### src/rtl/sc_game_pkg.sv
// Shared definitions for the two-player game datapath.
// Holds the direction encodings driven on the side detector's dir bus and the
// direction FSM state type, whose encodings equal the dir codes so the state
// register can drive the output directly.
package sc_game_pkg;

  localparam logic [1:0] DIR_IDLE  = 2'b00;
  localparam logic [1:0] DIR_RIGHT = 2'b01;  // index decreasing
  localparam logic [1:0] DIR_LEFT  = 2'b10;  // index increasing

  typedef enum logic [1:0] {
    StIdle  = DIR_IDLE,
    StRight = DIR_RIGHT,
    StLeft  = DIR_LEFT
  } dir_state_e;

endpackage

### src/rtl/sc_onehot_encoder.sv
// One-hot to binary index encoder.
// Ports:
//   data_i  - position bus, expected one-hot
//   idx_o   - index of the set bit (only meaningful when valid_o = 1)
//   valid_o - 1 when exactly one bit of data_i is set
module sc_onehot_encoder #(
  parameter int unsigned DATAWIDTH = 8,
  localparam int unsigned IdxWidth = (DATAWIDTH > 1) ? $clog2(DATAWIDTH) : 1
) (
  input  logic [DATAWIDTH-1:0] data_i,
  output logic [IdxWidth-1:0]  idx_o,
  output logic                 valid_o
);

  always_comb begin
    idx_o = '0;
    // OR of the indices of all set bits; exact only for a one-hot input.
    for (int i = 0; i < int'(DATAWIDTH); i++) begin
      if (data_i[i]) begin
        idx_o = idx_o | IdxWidth'(i);
      end
    end
    valid_o = $onehot(data_i);
  end

endmodule

### src/rtl/sc_sidedetect.sv
// Registered side detector for a shifting one-hot position bus.
// Reports arrival at the left/right boundary as active-low levels and
// one-cycle active-low entry pulses, tracks the direction of motion and
// counts bounces off the boundaries with a saturating counter.
// Ports:
//   SC_SIDEDETECT_CLOCK_50         - clock, rising edge
//   SC_SIDEDETECT_RESET_InLow      - synchronous active-low reset
//   SC_SIDEDETECT_enable_In        - sample strobe
//   SC_SIDEDETECT_clear_InLow      - synchronous active-low bounce counter clear
//   SC_SIDEDETECT_data_InBUS       - position bus
//   SC_SIDEDETECT_izquierda_OutLow - low while last sample was at LEFT_POS
//   SC_SIDEDETECT_derecha_OutLow   - low while last sample was at RIGHT_POS
//   SC_SIDEDETECT_izqPulse_OutLow  - one-cycle low on entry to LEFT_POS
//   SC_SIDEDETECT_derPulse_OutLow  - one-cycle low on entry to RIGHT_POS
//   SC_SIDEDETECT_dir_OutBUS       - 00 idle, 01 moving right, 10 moving left
//   SC_SIDEDETECT_bounce_OutBUS    - saturating bounce count
//   SC_SIDEDETECT_error_OutLow     - low for one cycle after a non-one-hot sample
module sc_sidedetect
  import sc_game_pkg::*;
#(
  parameter int unsigned DATAWIDTH = 8,
  parameter int unsigned LEFT_POS  = 3,
  parameter int unsigned RIGHT_POS = 0,
  parameter int unsigned CNT_WIDTH = 4
) (
  input  logic                 SC_SIDEDETECT_CLOCK_50,
  input  logic                 SC_SIDEDETECT_RESET_InLow,
  input  logic                 SC_SIDEDETECT_enable_In,
  input  logic                 SC_SIDEDETECT_clear_InLow,
  input  logic [DATAWIDTH-1:0] SC_SIDEDETECT_data_InBUS,
  output logic                 SC_SIDEDETECT_izquierda_OutLow,
  output logic                 SC_SIDEDETECT_derecha_OutLow,
  output logic                 SC_SIDEDETECT_izqPulse_OutLow,
  output logic                 SC_SIDEDETECT_derPulse_OutLow,
  output logic [1:0]           SC_SIDEDETECT_dir_OutBUS,
  output logic [CNT_WIDTH-1:0] SC_SIDEDETECT_bounce_OutBUS,
  output logic                 SC_SIDEDETECT_error_OutLow
);

  localparam int unsigned IdxWidth = (DATAWIDTH > 1) ? $clog2(DATAWIDTH) : 1;
  localparam logic [IdxWidth-1:0] LeftIdx  = IdxWidth'(LEFT_POS);
  localparam logic [IdxWidth-1:0] RightIdx = IdxWidth'(RIGHT_POS);

  logic [IdxWidth-1:0] enc_idx;
  logic                enc_valid;

  sc_onehot_encoder #(
    .DATAWIDTH(DATAWIDTH)
  ) u_encoder (
    .data_i (SC_SIDEDETECT_data_InBUS),
    .idx_o  (enc_idx),
    .valid_o(enc_valid)
  );

  dir_state_e          state_q, state_d;
  logic [IdxWidth-1:0] prev_idx_q, prev_idx_d;
  logic                prev_valid_q, prev_valid_d;
  logic                izq_q, izq_d;
  logic                der_q, der_d;
  logic                izq_pulse_q, izq_pulse_d;
  logic                der_pulse_q, der_pulse_d;
  logic                err_q, err_d;
  logic [CNT_WIDTH-1:0] bounce_q, bounce_d;

  logic at_left, at_right, was_left, was_right, bump;

  always_comb begin
    at_left   = enc_valid && (enc_idx == LeftIdx);
    at_right  = enc_valid && (enc_idx == RightIdx);
    // An invalid previous sample never matches, so the first valid sample
    // after reset or an error counts as an entry.
    was_left  = prev_valid_q && (prev_idx_q == LeftIdx);
    was_right = prev_valid_q && (prev_idx_q == RightIdx);
  end

  // Next-state: direction FSM, outputs and counter.
  always_comb begin
    state_d      = state_q;
    prev_idx_d   = prev_idx_q;
    prev_valid_d = prev_valid_q;
    izq_d        = izq_q;
    der_d        = der_q;
    izq_pulse_d  = 1'b1;
    der_pulse_d  = 1'b1;
    err_d        = 1'b1;
    bump         = 1'b0;

    if (SC_SIDEDETECT_enable_In) begin
      if (!enc_valid) begin
        err_d        = 1'b0;
        izq_d        = 1'b1;
        der_d        = 1'b1;
        state_d      = StIdle;
        prev_valid_d = 1'b0;
      end else begin
        izq_d        = !at_left;
        der_d        = !at_right;
        izq_pulse_d  = !(at_left && !was_left);
        der_pulse_d  = !(at_right && !was_right);
        prev_idx_d   = enc_idx;
        prev_valid_d = 1'b1;

        unique case (state_q)
          StIdle: begin
            // Leaving idle never counts a bounce, even onto a boundary.
            if (prev_valid_q) begin
              if (enc_idx > prev_idx_q) begin
                state_d = StLeft;
              end else if (enc_idx < prev_idx_q) begin
                state_d = StRight;
              end
            end
          end
          StLeft: begin
            if (at_left) begin
              state_d = StRight;
              bump    = 1'b1;
            end else if (enc_idx < prev_idx_q) begin
              state_d = StRight;
            end
          end
          StRight: begin
            if (at_right) begin
              state_d = StLeft;
              bump    = 1'b1;
            end else if (enc_idx > prev_idx_q) begin
              state_d = StLeft;
            end
          end
          default: state_d = StIdle;
        endcase
      end
    end

    // Clear wins over a simultaneous bounce; count saturates at all-ones.
    if (!SC_SIDEDETECT_clear_InLow) begin
      bounce_d = '0;
    end else if (bump && (bounce_q != {CNT_WIDTH{1'b1}})) begin
      bounce_d = bounce_q + CNT_WIDTH'(1);
    end else begin
      bounce_d = bounce_q;
    end
  end

  always_ff @(posedge SC_SIDEDETECT_CLOCK_50) begin
    if (!SC_SIDEDETECT_RESET_InLow) begin
      state_q      <= StIdle;
      prev_idx_q   <= '0;
      prev_valid_q <= 1'b0;
      izq_q        <= 1'b1;
      der_q        <= 1'b1;
      izq_pulse_q  <= 1'b1;
      der_pulse_q  <= 1'b1;
      err_q        <= 1'b1;
      bounce_q     <= '0;
    end else begin
      state_q      <= state_d;
      prev_idx_q   <= prev_idx_d;
      prev_valid_q <= prev_valid_d;
      izq_q        <= izq_d;
      der_q        <= der_d;
      izq_pulse_q  <= izq_pulse_d;
      der_pulse_q  <= der_pulse_d;
      err_q        <= err_d;
      bounce_q     <= bounce_d;
    end
  end

  assign SC_SIDEDETECT_izquierda_OutLow = izq_q;
  assign SC_SIDEDETECT_derecha_OutLow   = der_q;
  assign SC_SIDEDETECT_izqPulse_OutLow  = izq_pulse_q;
  assign SC_SIDEDETECT_derPulse_OutLow  = der_pulse_q;
  assign SC_SIDEDETECT_dir_OutBUS       = state_q;
  assign SC_SIDEDETECT_bounce_OutBUS    = bounce_q;
  assign SC_SIDEDETECT_error_OutLow     = err_q;

endmodule

### config.mk
export PLATFORM = sky130hd
export DESIGN_NAME = sc_sidedetect
export DESIGN_NICKNAME = d
export VERILOG_FILES = /design/src/rtl/sc_game_pkg.sv /design/src/rtl/sc_onehot_encoder.sv /design/src/rtl/sc_sidedetect.sv
export SDC_FILE = /design/constraint.sdc
export NUM_CORES = 1
export LEC_CHECK = 0
export BUFFER_PORTS_ARGS = -buffer_cell sky130_fd_sc_hd__buf_2
export CORE_MARGIN = 8
export CORE_UTILIZATION = 30
export CTS_CLUSTER_DIAMETER = 50
export CTS_CLUSTER_SIZE = 24
export DETAILED_ROUTE_END_ITERATION = 12
export GPL_TIMING_DRIVEN = 0
export MAX_ROUTING_LAYER = met4
export PLACE_DENSITY = 0.6
export RECOVER_POWER = 25
export SLEW_MARGIN = 10
export SYNTH_ARGS = -nofsm -noshare
export SYNTH_HDL_FRONTEND = slang
export SYNTH_HIERARCHICAL = 1
export SYNTH_SLANG_ARGS = --single-unit
### constraint.sdc
create_clock -name SC_SIDEDETECT_CLOCK_50 -period 4.2 [get_ports SC_SIDEDETECT_CLOCK_50]
set_input_delay 0.42 -clock SC_SIDEDETECT_CLOCK_50 [delete_from_list [all_inputs] [get_ports SC_SIDEDETECT_CLOCK_50]]
set_output_delay 0.42 -clock SC_SIDEDETECT_CLOCK_50 [all_outputs]
set_load 0.01 [all_outputs]
Word level (Yosys, flattened, before mapping)

Cells that the tools add are included.
Widths: inputs -> output; s select.

Flip-flop bits (word level): 15
Logic and storage cells: 71
Output and inout port bits: 11
Bits of input ports: 12

Equality and inequality tests: 8
Magnitude comparators: 2
Mux-type cells: 23
$add $sub $neg: 8
Reductions and logical operators: 21

Operator list:

| operator            | number |
|---|---|
| $mux 2              | 9 |
| $add 4x4->4         | 3 |
| $mux 3              | 4 |
| $add 1x1->2         | 4 |
| $mux 1              | 8 |
| $ne 4x4->1 const B  | 2 |
| $logic_and 1x1->1   | 7 |
| $eq 3x2->1 const B  | 2 |
| $logic_not 1->1     | 6 |
| $logic_not 3->1     | 2 |
| $pmux 2 s3          | 1 |
| $reduce_and 2->1    | 3 |
| $reduce_and 3->1    | 2 |
| $add 4x1->4 const B | 1 |
| $eq 4x1->1 const B  | 1 |
| $gt 3x3->1          | 1 |
| $lt 3x3->1          | 1 |
| $ne 3x3->1 const B  | 1 |
| $eq 2x1->1 const B  | 1 |
| $eq 2x2->1 const B  | 1 |
| $logic_not 2->1     | 1 |
| $pmux 1 s2          | 1 |

Longest topological paths before layout

Gate-level depths: netlist of the first run.

Depth in word-level cells: 14
Gate-level depth with buffers: 15

Hierarchy

Netlist of the first run, hierarchy kept.

By module, submodules not included:

| module            | sequential area each (sq um) | cells an instance | area each (sq um) | times used |
|---|---|---|---|---|
| sc_sidedetect     | 300.3                        | 96                | 859.6             | 1 |
| sc_onehot_encoder | 0.0                          | 28                | 227.7             | 1 |

Least setup slack after synthesis of the first run

No wires, ideal clock.

Path kind: input-to-reg
Start point: input port SC_SIDEDETECT_data_InBUS[0]
End point: register state_q[0] (netlist: SC_SIDEDETECT_dir_OutBUS[0])
Buffers on the path: 1
Arrival: 3.821 ns
Stages on the path: 15
Path slack: 0.293 ns
Data required time: 4.114 ns
Path through: inv_1 > fa_1 > fa_1 > fa_1 > inv_1 > ha_1 > inv_1 > fa_1 > nand2_1 > o41ai_2 > buf_2 > nor2b_1 > a32oi_1 > o211a_1 > a211oi_1

Cells in the longest elaborated chain, start to end: 8

RTL lines:

| item                                              | line                                       | text |
|---|---|---|
| start: declaration                                | sc_sidedetect.sv:30                        | `input logic [DATAWIDTH-1:0] SC_SIDEDETECT_data_InBUS,` |
| $add 1x1->2 (not written as such) *               | sc_onehot_encoder.sv:23                    | `valid_o = $onehot(data_i);` |
| $add 4x4->4 (not written as such) * (2 in series) | sc_onehot_encoder.sv:23                    |  |
| $eq 4x1->1 *                                      | sc_onehot_encoder.sv:23                    |  |
| named net enc_valid                               | sc_sidedetect.sv:45                        | `logic enc_valid;` |
| $logic_and 1x1->1, on equally long branches       | sc_sidedetect.sv:69, sc_sidedetect.sv:68   |  |
| $mux 2, on equally long branches                  | sc_sidedetect.sv:123, sc_sidedetect.sv:115 |  |
| $pmux 2 s3                                        | sc_sidedetect.sv:103                       | `unique case (state_q)` |
| $mux 2                                            | sc_sidedetect.sv:89                        | `if (!enc_valid) begin` |
| end signal: assignment                            | sc_sidedetect.sv:147                       | `state_q <= StIdle;` |
| end signal: assignment                            | sc_sidedetect.sv:157                       | `state_q <= state_d;` |
| end: declaration                                  | sc_sidedetect.sv:55                        | `dir_state_e state_q, state_d;` |

The timed path passes the listed nets; every way through them passes the cells marked *.
A chain may end at the register's enable or synchronous reset.

Worst setup path after layout of the first run

Start point: input port SC_SIDEDETECT_data_InBUS[1]
End point: register state_q[0] (netlist: SC_SIDEDETECT_dir_OutBUS[0])

The elaborated chain is that of the path after synthesis.

==> run metrics, run 1 <==
status=completed; Syn Nets=151; post-synthesis sequential area ratio=27.6%; number of synthesized flops with an enable pin=0; via count=991; Post-Syn Area=1090 µm²; predominant post-synthesis flop cell=dfxtp_1; WL/cell=12.8 µm; antenna-violating nets left=0; layout cells sized above 1=16.0%; setup TNS=0 ps; post-synthesis async set-or-reset flop share=0%; area share of the largest cell type after synthesis=27.6%; Antenna Cells=0; most frequent cells after synthesis=inv_1, dfxtp_1, nand2_1; number of synthesized register bits=15; dpl cell area=1260 µm²; Final Hold Fails=0; Die Wd=76.2 µm; clock transition at the registers of the reported paths=90 ps; initial antenna violation count=0; Port Buffers=22; H-tree levels=1; vias per std cell=5.01; Crit path largest cell delay=510 ps; global-route wire length before repair=4520 µm; top post-synthesis cells by area=dfxtp_1, ha_1, fa_1, inv_1, nand2_1; Crit-path slowest cell=fa_1; critical path required time=4400 ps; power consumption=0.391 mW; GR Layer Usage met1=10.2%; Slew HR=69.3%; post-synthesis average cell area=8.77 µm²; critical path fanouts, max=10; clock period minus worst slack=3980 ps; critical path class=in -> reg; CP most frequent cell=fa_1; Cell Rows=22; largest net degree at the start of global routing=11; Initial Utilization=30.4%; Final Hold Slack=435 ps; Cell Chain, Critical Path=buf_2 -> inv_1 -> fa_1 -> fa_1 -> fa_1 -> inv_1 -> ha_1 -> inv_1 -> fa_1 -> nand2_1 -> o41ai_2 -> clkbuf_4 -> nor2b_1 -> a32oi_1 -> o211a_1 -> a211oi_1; count leader, synth=inv_1; clock skew=9.03 ps; CTS tree=yes; fin crit share=94.9%; Yosys warnings=6; Arr. time, crit path=4180 ps; grt ovf=0; Layout Nets=178; startpoint types=input pin; CTS Buf Count=3; Residual DRC=0; leak pwr=0.550 nW; Die H=76.2 µm; # IOs=23; core area=3580 µm²; CTS Sinks=15; post-detail-place hpwl=2110 µm; Worst Hold Class=in -> reg; number of global-route vias before repair=1093; area leader, netlist=dfxtp_1; die area=5810 µm²; GRT met2 Usage=16.1%; PD cells=306 nW/µm²; maximum clock frequency=251 MHz; most used routing layer=met2; Mapped Cells=124; Root Driver=clkbuf_4; Synth cell types=41; met3 Use GR=2.71%; filler cell count=392; setup violators final=0; Worst Tran Pin Value=461 ps; RSZ-0062 raised after global routing=false; Longest Clk Path Bufs=2; Area Growth Syn to Fin=17.6%; later-pin clock latency in the skew report=280 ps; drt total wl=2530 µm; post-route cell area=1280 µm²; CP Capture Type=register; Placer Congestion=0.834; global-route usage over all layers=9.29%; peak supply drop=0.0980 mV; Pins Over Slew Limit=0; max_cap viols=0; Iter 0 DRT Violations=15; Pre-Repair DR Iteration Count=4
[path summary, 6_finish.rpt]
| path | startpoint | to | slack (ps) | cells past startpoint |
|---|---|---|---|---|
| max | SC_SIDEDETECT_data_InBUS[1] | SC_SIDEDETECT_dir_OutBUS[0] | 220 | 16 |
| min | SC_SIDEDETECT_clear_InLow | SC_SIDEDETECT_bounce_OutBUS[3] | 440 | 3 |
| max reg2reg | prev_idx_q[2] | SC_SIDEDETECT_dir_OutBUS[1] | 2390 | 6 |
| min reg2reg | SC_SIDEDETECT_izquierda_OutLow | SC_SIDEDETECT_izquierda_OutLow | 490 | 2 |
[cell type report]
type	instances	area (µm²)	share of cell area, %
plain buffers	3	15.0	1.17
clock buffers	4	26.3	2.05
inverters	19	71.3	5.58
multi-input cells	87	703	55.0
flip-flops and latches	15	300	23.5
well taps	48	60.1	4.70
repair buffers	22	103	8.02
[layer usage]
layer  vias to the layer above  wire length, µm
met2                        25             1230
li1                        492                -
met5                         -                0
met4                         0               23
met1                       470             1160
met3                         4              115
[cells in the final DEF, fill, tap and decap left out, types with 2 or more instances in the layout]
master | Yosys | routed
nand4_1 | 3 | 3
inv_1 | 19 | 19
nand3_1 | 7 | 7
fa_1 | 4 | 4
nand2b_1 | 2 | 2
o2111ai_1 | 2 | 2
and4b_1 | 2 | 2
a21boi_0 | 4 | 4
ha_1 | 11 | 11
nor2_1 | 3 | 3
o21ai_0 | 2 | 2
nand2_1 | 13 | 13
clkbuf_1 | 2 | 9
dfxtp_1 | 15 | 15
xor2_1 | 2 | 2
or3_1 | 3 | 3
buf_2 | 1 | 16
nand3b_1 | 2 | 2
and3_1 | 2 | 2
clkbuf_4 | 0 | 4
a21oi_1 | 4 | 4
[worst max-delay path: cells and delay by family]
family,cells,cell delay [ps]
compound gates,4,890
fa+ha+maj,5,2000
buf+inv,5,580
simple gates,2,290
[flip-flops by register name (all words and copies together) (netlist names)]
register	count
SC_SIDEDETECT_bounce_OutBUS	4
SC_SIDEDETECT_derPulse_OutLow	1
SC_SIDEDETECT_derecha_OutLow	1
SC_SIDEDETECT_dir_OutBUS	2
SC_SIDEDETECT_error_OutLow	1
SC_SIDEDETECT_izqPulse_OutLow	1
SC_SIDEDETECT_izquierda_OutLow	1
prev_idx_q	3
prev_valid_q	1
[power breakdown]
part	internal [mW]	switching, mW	total [mW]
sequential	0.152	0.00872	0.160
clock	0.0369	0.0464	0.0833
combinational	0.0637	0.0839	0.148
[kinds of logic after synthesis]
logic type | Yosys count | synth area share, %
AO/OA/AOI/OAI | 24 | 18.0
flip-flops | 15 | 27.6
adder cells (fa/ha/maj) | 15 | 20.0
AND/OR/NAND/NOR | 45 | 24.2
XOR/XNOR | 2 | 1.61
buffers and inverters | 22 | 7.71
multiplexers | 1 | 0.921
[per-stage QoR]
stage	instances	setup slack [ps]	utilization (%)
2_1_floorplan	124	293	-
3_3_place_gp	194	-22.6	35.1
3_5_place_dp	194	-77.0	35.1
4_1_cts	198	184	35.9
5_1_grt	198	0.442	35.7
6_report	198	216	35.7
[what timing repair did]
item | CTS | global route
setup buffers | 0 | 0
gates resized for setup | 0 | 1
hold buffers | 0 | 0
setup endpoints to repair | 0 | 1
Power figures use the tool's default switching activity.
==> run 2: changes to the inputs <==
--- a/config.mk
+++ b/config.mk
@@ -17,2 +17,3 @@
 export RECOVER_POWER = 25
+export SKIP_CTS_REPAIR_TIMING = 1
 export SLEW_MARGIN = 10
--- a/constraint.sdc
+++ b/constraint.sdc
@@ -3,2 +3,2 @@
 set_output_delay 0.42 -clock SC_SIDEDETECT_CLOCK_50 [all_outputs]
-set_load 0.01 [all_outputs]
+set_load 0.005 [all_outputs]
==> run 2 against run 1 <==
Die area is the same; count of clock-buffer cells in the layout did not move; utilization barely moved; first-iteration DRC count stayed put; total power shrank 0.31%; design area about the same; flip-flop and latch count unchanged; routed wire length barely moved; clock power about the same; register-to-register slack about the same; critical path depth unchanged; sequential power about the same.
==> run metrics, run 2 (same netlist as run 1, synthesis figures left out) <==
peak supply drop=0.0980 mV (about the same); RSZ-0062 raised after global routing=false; filler cell count=393 (+0.26%); maximum clock frequency=251 MHz (unchanged); clock transition at the registers of the reported paths=90 ps (about the same); Longest Clk Path Bufs=2 (unchanged); clock skew=9.03 ps (unchanged); later-pin clock latency in the skew report=280 ps (about the same); initial antenna violation count=0 (unchanged); Root Driver=clkbuf_4; Antenna Cells=0 (unchanged); area occupied by multi-input gates=703 µm² (unchanged); drt total wl=2530 µm (about the same); antenna-violating nets left=0 (unchanged); commonest non-fill, non-tap cells in the layout=inv_1, buf_2, dfxtp_1, nand2_1, ha_1; global-route usage over all layers=9.29% (unchanged); number of global-route vias before repair=1093 (unchanged); max_cap viols=0 (unchanged); Pre-Repair DR Iteration Count=4 (unchanged); global-route wire length before repair=4520 µm (unchanged); reg2reg path depth=6 (unchanged); critical path fanouts, max=10 (unchanged); Iter 0 DRT Violations=15 (unchanged); Area Growth Syn to Fin=17.7% (about the same); Die Wd=76.2 µm (unchanged); Worst Tran Pin Value=461 ps (+0.676 ps); # IOs=23 (unchanged); Slew HR=69.2% (about the same); Arr. time, crit path=4180 ps (about the same); post-route cell area=1280 µm² (about the same); critical path required time=4400 ps (about the same); largest net degree at the start of global routing=11 (unchanged); commonest non-fill, non-tap cell in the layout=inv_1; status=completed; critical path class=in -> reg; CTS Buf Count=3 (unchanged); RR Endpoint=SC_SIDEDETECT_dir_OutBUS[1]; leak pwr=0.551 nW (+0.20%); die area=5810 µm² (unchanged); Setup crit end=SC_SIDEDETECT_dir_OutBUS[0]; Die H=76.2 µm (unchanged); max reg flops=4 (unchanged); dpl cell area=1260 µm² (unchanged); startpoint types=input pin; clock period minus worst slack=3980 ps (unchanged); fin crit share=94.9% (unchanged); core area=3580 µm² (unchanged); setup violators final=0 (unchanged); Initial Utilization=30.4% (unchanged); Worst Hold Class=in -> reg; CTS Sinks=15 (unchanged); WL/cell=12.8 µm (about the same); Port Buffers=22 (unchanged); grt ovf=0 (unchanged); post-detail-place hpwl=2110 µm (unchanged); Residual DRC=0 (unchanged); Cell Rows=22 (unchanged); Storage cell area=300 µm² (unchanged); H-tree levels=1 (unchanged); worst reg2reg setup slack=2390 ps (about the same); CTS tree=yes; final std cells w/o fill=198 (unchanged); Critical R2R Launch=prev_idx_q[2]; CP Capture Type=register; vias per std cell=5.01 (unchanged); Layout Nets=178 (unchanged); power consumption=0.390 mW (-0.31%); Pins Over Slew Limit=0 (unchanged); Placer Congestion=0.834 (unchanged); worst setup path start=SC_SIDEDETECT_data_InBUS[1]; Final Hold Fails=0 (unchanged); Placed Instances=194 (unchanged); layout cells sized above 1=16.7% (+0.67 points); via count=991 (unchanged); PD cells=305 nW/µm² (-0.41%)
[run 2: changes by cell type in the layout (fill, tap and decap cells not counted)]
cell	delta
buf_2	+1
clkbuf_1	-1
[run 2: cell type report]
cell class                      instances  share of cell area (%)
Buffer                                  3                    1.17
Clock buffer                            4                    2.05
Inverter                               19                    5.57
Multi-Input combinational cell         87                    54.9
Sequential cell                        15                    23.5
Tap cell                               48                    4.69
Timing Repair Buffer                   22                    8.11
[run 2: per-stage QoR]
stage | TNS [ps] | util, % | hold WS (ps) | setup slack (ps)
after CTS | 0 | 35.9 | 437 | 184
after global placement | -22.6 | 35.1 | 464 | -22.6
final | 0 | 35.8 | 435 | 216
after detailed placement | -101 | 35.1 | 482 | -77.0
after floorplan | 0 | - | 457 | 293
after global routing | 0 | 35.8 | 446 | 0.442
[run 2: power by group]
part / internal (mW) / leakage, nW / switching [mW]
Combinational: 0.0637 / 0.415 / 0.0827
Sequential: 0.152 / 0.122 / 0.00872
Clock: 0.0369 / 0.0150 / 0.0464
[run 2: how the worst min path moves through the flow]
stage / from / end / slack, ps / cells after the start
final: SC_SIDEDETECT_clear_InLow / SC_SIDEDETECT_bounce_OutBUS[3] / 440 / 3
after global routing: SC_SIDEDETECT_clear_InLow / SC_SIDEDETECT_bounce_OutBUS[3] / 450 / 3
after CTS: SC_SIDEDETECT_clear_InLow / SC_SIDEDETECT_bounce_OutBUS[1] / 440 / 3
after detailed placement: SC_SIDEDETECT_izquierda_OutLow / SC_SIDEDETECT_izquierda_OutLow / 480 / 2
after global placement: SC_SIDEDETECT_izquierda_OutLow / SC_SIDEDETECT_izquierda_OutLow / 460 / 2
after floorplan: prev_idx_q[2] / prev_idx_q[2] / 460 / 2
[run 2: worst max-delay path: stages]
cell	delay [ps]
buf_2	100
inv_1	80
fa_1	430
fa_1	510
fa_1	410
inv_1	70
ha_1	150
inv_1	50
fa_1	500
nand2_1	70
o41ai_2	380
clkbuf_4	280
nor2b_1	220
a32oi_1	80
o211a_1	210
a211oi_1	220
[run 2: metal layers]
metal / vias to the layer above / routed length [µm] / global-route usage (%)
met5: - / 0 / -
met4: 0 / 23 / 2.31
met3: 4 / 114 / 2.71
met2: 25 / 1230 / 16.1
met1: 470 / 1160 / 10.2
li1: 492 / - / -
==> run 3: changes to the inputs <==
- CTS_BUF_LIST: unset -> sky130_fd_sc_hd__clkbuf_2 sky130_fd_sc_hd__clkbuf_4 sky130_fd_sc_hd__clkbuf_8
- RECOVER_POWER: 25 -> 50
==> run 3 against run 2 <==
Worst hold slack better by 3.0 ps; clock power rose by 6.5%; clock skew fell by 3.3 ps; routed wire length stayed put; sequential share of layout area stayed put; largest cell class unchanged.
==> run metrics, run 3 (same netlist as run 1, synthesis figures left out) <==
leak pwr=0.541 nW (-1.8%); Worst Tran Pin Value=458 ps (-2.97 ps); peak supply drop=0.0965 mV (-1.5%); grt ovf=0 (unchanged); initial antenna violation count=0 (unchanged); Worst Hold Class=in -> reg; number of global-route vias before repair=1095 (+0.18%); antenna-violating nets left=0 (unchanged); via count=984 (-0.71%); Port Buffers=22 (unchanged); CTS Buf Count=3 (unchanged); CTS Sinks=15 (unchanged); Pins Over Slew Limit=0 (unchanged); clock period minus worst slack=3990 ps (+9.10 ps); Antenna Cells=0 (unchanged); worst reg2reg setup slack=2360 ps (-30 ps); final setup margin=207 ps (-9.10 ps); CP Capture Type=register; # IOs=23 (unchanged); fin crit share=95.1% (+0.22 points); RSZ-0062 raised after global routing=false; commonest non-fill, non-tap cells in the layout=inv_1, dfxtp_1, buf_2, nand2_1, ha_1; clock skew=5.76 ps (-3.27 ps); core area=3580 µm² (unchanged); critical path fanouts, max=10 (unchanged); Die Wd=76.2 µm (unchanged); Die H=76.2 µm (unchanged); WL/cell=12.8 µm (unchanged); commonest non-fill, non-tap cell in the layout=inv_1; Initial Utilization=30.4% (unchanged); Pre-Repair DR Iteration Count=4 (unchanged); setup violators final=0 (unchanged); Arr. time, crit path=4190 ps (about the same); post-route cell area=1280 µm² (unchanged); Layout Nets=178 (unchanged); Longest Clk Path Bufs=2 (unchanged); later-pin clock latency in the skew report=280 ps (about the same); critical path class=in -> reg; setup TNS=0 ps (unchanged); Final Hold Slack=438 ps (+2.97 ps); H-tree levels=1 (unchanged); filler cell count=392 (-0.25%); Final Hold Fails=0 (unchanged); global-route usage over all layers=9.20% (-0.098 points); clock transition at the registers of the reported paths=90 ps (about the same); status=completed; Placer Congestion=0.834 (unchanged); CTS tree=yes; Area Growth Syn to Fin=17.7% (unchanged); PD cells=309 nW/µm² (+1.5%); Slew HR=69.4% (+0.20 points); Cell Rows=22 (unchanged); pre-CTS setup slack=-77.0 ps (unchanged); layout cells sized above 1=15.3% (-1.3 points); critical path required time=4400 ps (about the same); global-route wire length before repair=4470 µm (-1.1%); max reg flops=4 (unchanged); Residual DRC=0 (unchanged); drt total wl=2530 µm (unchanged); startpoint types=input pin; max_cap viols=0 (unchanged); dpl cell area=1260 µm² (unchanged); largest net degree at the start of global routing=11 (unchanged); Iter 0 DRT Violations=26 (+11); vias per std cell=4.97 (-0.71%); die area=5810 µm² (unchanged); maximum clock frequency=250 MHz (-0.23%); post-detail-place hpwl=2110 µm (unchanged); Root Driver=clkbuf_4
-- run 3: changes by cell type in the layout (fill, tap and decap cells not counted) --
cell	before	now
clkbuf_1	8	10
buf_2	17	14
clkbuf_4	4	5
-- run 3: final cells by class --
cell class,count,area [µm²],share of cell area [%]
multi-input cells,87,703,54.9
plain buffers,3,15.0,1.17
well taps,48,60.1,4.69
flip-flops and latches,15,300,23.5
inverters,19,71.3,5.57
repair buffers,22,100,7.82
clock buffers,4,30.0,2.35
-- run 3: through the flow --
stage,util [%],std cells,power [mW]
5_1_grt,35.8,198,0.428
4_1_cts,36.0,198,0.399
6_report,35.8,198,0.396
3_3_place_gp,35.1,194,0.299
2_1_floorplan,-,124,0.270
3_5_place_dp,35.1,194,0.310
-- run 3: path summary, 6_finish.rpt --
| path | startpoint | end | cells after the start |
|---|---|---|---|
| setup / recovery | SC_SIDEDETECT_data_InBUS[1] | SC_SIDEDETECT_dir_OutBUS[0] | 16 |
| hold / removal | SC_SIDEDETECT_clear_InLow | SC_SIDEDETECT_bounce_OutBUS[1] | 3 |
| setup reg to reg | prev_idx_q[2] | SC_SIDEDETECT_dir_OutBUS[1] | 6 |
| hold reg to reg | SC_SIDEDETECT_izquierda_OutLow | SC_SIDEDETECT_izquierda_OutLow | 2 |
-- run 3: per-layer routing --
| layer | track usage, % | routed length (µm) | vias up |
|---|---|---|---|
| li1 | - | - | 490 |
| met1 | 9.82 | 1140 | 460 |
| met2 | 16.2 | 1240 | 30 |
| met3 | 2.71 | 129 | 4 |
| met4 | 2.31 | 23 | 0 |
| met5 | - | 0 | - |
-- run 3: critical path, cell delays in order --
cell	delay, ps
buf_2	100
inv_1	80
fa_1	430
fa_1	510
fa_1	410
inv_1	70
ha_1	150
inv_1	50
fa_1	500
nand2_1	70
o41ai_2	380
clkbuf_4	280
nor2b_1	220
a32oi_1	80
o211a_1	210
a211oi_1	220
-- run 3: power by group --
part | internal [mW] | total [mW] | switching, mW
registers | 0.152 | 0.160 | 0.00879
clock network | 0.0433 | 0.0887 | 0.0454
logic | 0.0638 | 0.147 | 0.0829
total | 0.259 | 0.396 | 0.137
